`src/rtl/vga_sync_gen.sv`:
```
// VGA timing generator: pixel-rate tick, pixel/line counters, registered active-low syncs.
// Optional frame_tick output is enabled with the VGA_FRAME_TICK_EN macro.
module vga_sync_gen #(
    parameter int DIV       = 4,
    parameter int H_DISPLAY = 640,
    parameter int H_FRONT   = 16,
    parameter int H_SYNC    = 96,
    parameter int H_BACK    = 48,
    parameter int V_DISPLAY = 480,
    parameter int V_FRONT   = 10,
    parameter int V_SYNC    = 2,
    parameter int V_BACK    = 33
) (
    input  logic       clk,
    input  logic       reset,
    output logic       p_tick,
    output logic [9:0] pixel_x,
    output logic [9:0] pixel_y,
    output logic       hsync,
    output logic       vsync,
`ifdef VGA_FRAME_TICK_EN
    output logic       frame_tick,
`endif
    output logic       video_on
);

    localparam int H_TOTAL = H_DISPLAY + H_FRONT + H_SYNC + H_BACK;
    localparam int V_TOTAL = V_DISPLAY + V_FRONT + V_SYNC + V_BACK;
    localparam int DW      = $clog2(DIV);

    localparam logic [DW-1:0] DIV_LAST = DW'(DIV - 1);
    localparam logic [9:0] H_LAST   = 10'(H_TOTAL - 1);
    localparam logic [9:0] V_LAST   = 10'(V_TOTAL - 1);
    localparam logic [9:0] H_VIS    = 10'(H_DISPLAY);
    localparam logic [9:0] V_VIS    = 10'(V_DISPLAY);
    localparam logic [9:0] HS_START = 10'(H_DISPLAY + H_FRONT);
    localparam logic [9:0] HS_END   = 10'(H_DISPLAY + H_FRONT + H_SYNC - 1);
    localparam logic [9:0] VS_START = 10'(V_DISPLAY + V_FRONT);
    localparam logic [9:0] VS_END   = 10'(V_DISPLAY + V_FRONT + V_SYNC - 1);

    logic [DW-1:0] div_cnt;
    logic [9:0]    h_cnt;
    logic [9:0]    v_cnt;
    logic [9:0]    h_next;
    logic [9:0]    v_next;

    assign p_tick = (div_cnt == DIV_LAST);

    always_comb begin
        h_next = h_cnt;
        v_next = v_cnt;
        if (p_tick) begin
            if (h_cnt == H_LAST) begin
                h_next = '0;
                v_next = (v_cnt == V_LAST) ? '0 : v_cnt + 10'd1;
            end else begin
                h_next = h_cnt + 10'd1;
            end
        end
    end

    // Syncs are decoded from the next counts so they change on the same edge as the coordinates.
    always_ff @(posedge clk or posedge reset) begin
        if (reset) begin
            div_cnt <= '0;
            h_cnt   <= '0;
            v_cnt   <= '0;
            hsync   <= 1'b1;
            vsync   <= 1'b1;
        end else begin
            div_cnt <= p_tick ? '0 : div_cnt + DW'(1);
            h_cnt   <= h_next;
            v_cnt   <= v_next;
            hsync   <= !((h_next >= HS_START) && (h_next <= HS_END));
            vsync   <= !((v_next >= VS_START) && (v_next <= VS_END));
        end
    end

    assign pixel_x  = h_cnt;
    assign pixel_y  = v_cnt;
    assign video_on = (h_cnt < H_VIS) && (v_cnt < V_VIS);

`ifdef VGA_FRAME_TICK_EN
    assign frame_tick = p_tick && (h_cnt == H_LAST) && (v_cnt == V_LAST);
`endif

endmodule

```
`config.mk`:
```
export PLATFORM = sky130hd
export DESIGN_NAME = vga_sync_gen
export DESIGN_NICKNAME = d
export VERILOG_FILES = /design/src/rtl/vga_sync_gen.sv
export SDC_FILE = /design/constraint.sdc
export NUM_CORES = 1
export LEC_CHECK = 0
export BUFFER_PORTS_ARGS = -buffer_cell sky130_fd_sc_hd__buf_2
export CAP_MARGIN = 10
export CORE_UTILIZATION = 58
export DETAILED_ROUTE_END_ITERATION = 7
export PLACE_DENSITY = 0.92
export SKIP_LAST_GASP = 1
export SYNTH_ARGS = -nofsm -noshare
export SYNTH_HDL_FRONTEND = slang
export SYNTH_SLANG_ARGS = --single-unit
```
`constraint.sdc`:
```
create_clock -name clk -period 5.5 [get_ports clk]
set_input_delay 0.275 -clock clk [delete_from_list [all_inputs] [get_ports clk]]
set_output_delay 0.275 -clock clk [all_outputs]
set_load 0.02 [all_outputs]
```
Word level (Yosys, flattened, before mapping). Index checks and enable logic that the tools add are counted.

$add $sub $neg: 3. Magnitude comparators: 6. Equal/unequal tests: 3. Muxes and demuxes: 6. Reductions and logical operators: 5.

Operator list (number): $mux 10 (5); $add 10x1->10 const B (2); $eq 10x10->1 const B (2); $ge 10x10->1 const B (1); $ge 10x9->1 const B (1); $le 10x10->1 const B (1); $le 10x9->1 const B (1); $lt 10x10->1 const B (1); $lt 10x9->1 const B (1); $logic_and 1x1->1 (3); $add 2x1->2 const B (1); $eq 2x2->1 const B (1); $logic_not 1->1 (2); $mux 2 (1).

Register bits after elaboration: 24. Output and inout port bits: 24. Logic and storage cells: 28.

Longest topological paths before layout.
Word-level depth: 7. Depth in mapped cells: 7. Depth with buffers taken out: 7.

Worst setup path after synthesis. No wires, ideal clock.

Kind: register to register. Start: register h_cnt[1] (netlist: pixel_x[1]). End: register vsync. Arrival time: 2.364 ns. Required time: 5.401 ns. Path slack: 3.037 ns. Stages on the path, launching flop included: 8. Buffers on the path: 1. Clock period less this slack: 2.463 ns. Cell sequence: dfrtp_1 -> ha_1 -> nand2_1 -> or4_4 -> buf_6 -> or4b_4 -> a211oi_1 -> o2111ai_1.

Cells in the longest elaborated chain, start to end: 6.

Ends and longest elaborated chain: from (decl) (line 42) `logic [9:0] h_cnt;`; from (signal assigned) (line 72) `h_cnt <= h_next;`; $eq 10x10->1 (*) (line 53) `if (h_cnt == H_LAST) begin`; $mux 10 (*) (line 53); $mux 10 (*) (line 52) `if (p_tick) begin`; $ge 10x9->1 / $le 10x9->1 (equally long branches) (line 75) `vsync <= !((v_next >= VS_START) && (v_next <= VS_END));`; $logic_and 1x1->1 (*) (line 75); $logic_not 1->1 (*) (line 75); to (signal assigned) (line 75); to (decl) (line 20) `output logic vsync,`.

Mark *: on every way between the ends. The rest lies on a longest branch, timed or not.

Final worst setup path.
Start: register div_cnt[0]. End: register vsync.

Cells in the longest elaborated chain, start to end: 5.

Ends and longest elaborated chain: from (decl) (line 41) `logic [DW-1:0] div_cnt;`; from (signal assigned) (line 71) `div_cnt <= p_tick ? '0 : div_cnt + DW'(1);`; $eq 2x2->1 (*) (line 47) `assign p_tick = (div_cnt == DIV_LAST);`; $mux 10 (*) (line 52); $ge 10x9->1 / $le 10x9->1 (equally long branches) (line 75); $logic_and 1x1->1 (*) (line 75); $logic_not 1->1 (*) (line 75).

Marks and branches as above.

==> flow_summary.yaml <==
sta:
  fin_tns_setup_ps: 0
  relSlewSlack_pct: 39.61
  fmax_mhz: 385.2
  skew_ps: 8.183
  slew_viol_final: 0
  fin_crit_sh_pct: 47.20
  hold_violations: 0
  holdWs_ps: 128.6
  layout_min_cycle_time_ps: 2596
  rsz0062_at_grt: "false"
  tightest_slew_ps: 904.9
  setup_viol: 0
  fin_ws_ps: 2904
power:
  power.total_mw: 0.2729
  power.leakage_nw: 0.6846
  powerDensity_nw_per_um2: 174.2
  p_switching_mw: 0.05568
  p_seq_share_pct: 64.7
  sw_frac_of_total_pct: 20.40
  p_comb_share_pct: 1.3
  ir_worst_vdd_mv: 0.1525
  pwr-share-clk_pct: 34.0
  internal-power_mw: 0.2173
synth:
  post-synth-top-area-cell: "dfrtp_1"
  ys_warn_count: 0
  syn_nets: 161
  synth_area_leaders: "dfrtp_1, nand2_1, nand3_1"
  synth.distinct_cells: 43
  netlist_top_cells_count: "dfrtp_1, nand2_1, nand3_1, nor2_1"
  synthesis.area_um2: 1401
  yosysSeqAreaShare_pct: 43.04
  ys_ff_latch: 24
  synth_edf_count: 0
  syn_inst: 155
  dominantRegCellSynth: "dfrtp_1"
  async_flop_share_pct: 100.0
  synth_area_per_cell_um2: 9.041
  yosysTopAreaCellShare_pct: 39.29
  synth_most_common_cell: "dfrtp_1"
grt:
  grt_max_degree: 25
  grt_pass1_vias: 1092
  grt.total_usage_pct: 25.72
  grt_pass1_wl_mm: 4.905
  grt_overflow: 0
  antenna_found_initial: 0
critical_path:
  critPathBufInv: 0
  ff2ff_path_depth: 6
  crit_path_max_fanout: 12
  rr_endpoint: "vsync"
  worstPathArrival_ps: 2830
  critPathRequiredTime_ps: 5740
  cp_slowest_cell: "or4_4"
  rr_startpoint: "div_cnt[0]"
  critPathTopFamily: "simple AND/OR/NAND/NOR gates"
  path_cells: "ha_1, nand3_2, or4_4, or4b_4, a211oi_1, o2111ai_1"
  slowest_delay_ps: 630
  startpoint_type: "flip-flop"
  cp-end-kind: "flip-flop"
  r2r_slack_ps: 2900
  crit_type: "flip-flop to flip-flop"
clock_tree:
  root_buffer: "clkbuf_4"
  htree_levels: 1
  cts_resized: 0
  cts_tree: "done"
  cts.sinks: 24
  path_clk_slew_ps: 130
  clockBufferDepth: 2
  postCtsHoldBufs: 0
  post_cts_buffers: 0
  clk-insertion-delay-late_ps: 310
  numCtsBuffers: 3
flow_run:
  drv_cap: 0
detailed_routing:
  vias_per_cell: 6.295
  drt_iter0_drc: 48
  routedWlPerCell_um: 14.81
  drc: 0
  drt-pass1-iter-count: 4
  antenna_left: 0
  drt-total-wl_mm: 3.065
  vias: 1303
floorplanning:
  core_um2: 2255
  die_w_um: 51.16
  die-area_um2: 2617
  die_h_um: 51.16
  start_util_pct: 62.15
  io_pins: 26
  fp-row-count: 17
run_status:
  status: "finished clean"
place:
  dpl.hpwl_mm: 2.203
  dpl.cell_count: 203
  placed_area_um2: 1530
  port-buffer-count: 25
  gp_congestion: 0.9041
  pre_cts_ws_ps: 2914
cells_and_area:
  antenna_cells: 0
  instances_no_fill: 207
  areaGrowthSynthToFinish_pct: 11.79
  nFillCells: 187
  drive_above_1_share_pct: 21.79
  fin_nets: 186
  final_core_utilization_pct: 69.48
  stdcell_area_um2: 1567
worst_hold_path:
  hold_path_class: "primary input to asynchronous set/reset pin"
power groups by stage:
stage | clock network (mW) | registers [mW] | logic [mW]
3_3_place_gp | 0 | 0.180 | 0.00379
4_1_cts | 0.0955 | 0.177 | 0.00396
5_1_grt | 0.101 | 0.177 | 0.00431
2_1_floorplan | 0 | 0.180 | 0.00261
6_report | 0.0928 | 0.177 | 0.00364
3_5_place_dp | 0 | 0.180 | 0.00399
per-layer routing:
metal	global-route usage (%)	share of wire, %
met5	0	0
met2	43.86	50
met4	10.19	2.3
met1	32.44	43
met3	3.869	4.5
flip-flops by register name, indices dropped and copies added, names as in the netlist:
| register | cells |
|---|---|
| pixel_y | 10 |
| pixel_x | 10 |
| div_cnt | 2 |
| vsync | 1 |
| hsync | 1 |
cells by family after synthesis:
family,after synthesis,share of synthesized area [%]
AO/OA/AOI/OAI,33,15.36
XOR/XNOR,8,5.000
adder cells (fa/ha/maj),4,3.572
buffers and inverters,15,5.178
flip-flops,24,43.04
AND/OR/NAND/NOR,71,27.86
how the worst max path moves through the flow:
stage | start | to | slack (ps) | cells after the start
finish | div_cnt[0] | vsync | 2900 | 6
global route | div_cnt[0] | vsync | 2750 | 6
CTS | div_cnt[0] | vsync | 2900 | 6
detailed placement | div_cnt[0] | vsync | 2910 | 6
global placement | div_cnt[0] | vsync | 3010 | 6
floorplan | pixel_x[1] | vsync | 3040 | 7
area by class of cell:
cell class	count	area (µm²)	area share, %
Sequential cell	24	603.1	38.50
Clock buffer	4	36.28	2.316
Inverter	9	33.78	2.157
Timing Repair Buffer	26	132.6	8.466
Tap cell	28	35.03	2.236
Multi-Input combinational cell	116	725.7	46.33
layout by cell type (no fill, tap or decap), types with 2 or more instances in the layout:
master     n
nand3_1   11
a22oi_1    2
nor4_1     4
clkbuf_4   3
or3_1      2
o31ai_1    2
or2_2      2
dfrtp_1   22
dfstp_2    2
buf_2     25
o32ai_1    2
xnor2_1    6
a211oi_1   3
o41ai_1    2
nor2_1    10
nor3_1     3
ha_1       4
inv_1      9
nand4_1    4
nand2_1   20
a21oi_1    6
a21o_1     3
o21ai_0    9
nand3b_1   2
xor2_1     2
Note: power is estimated with default switching activity, not from simulation.
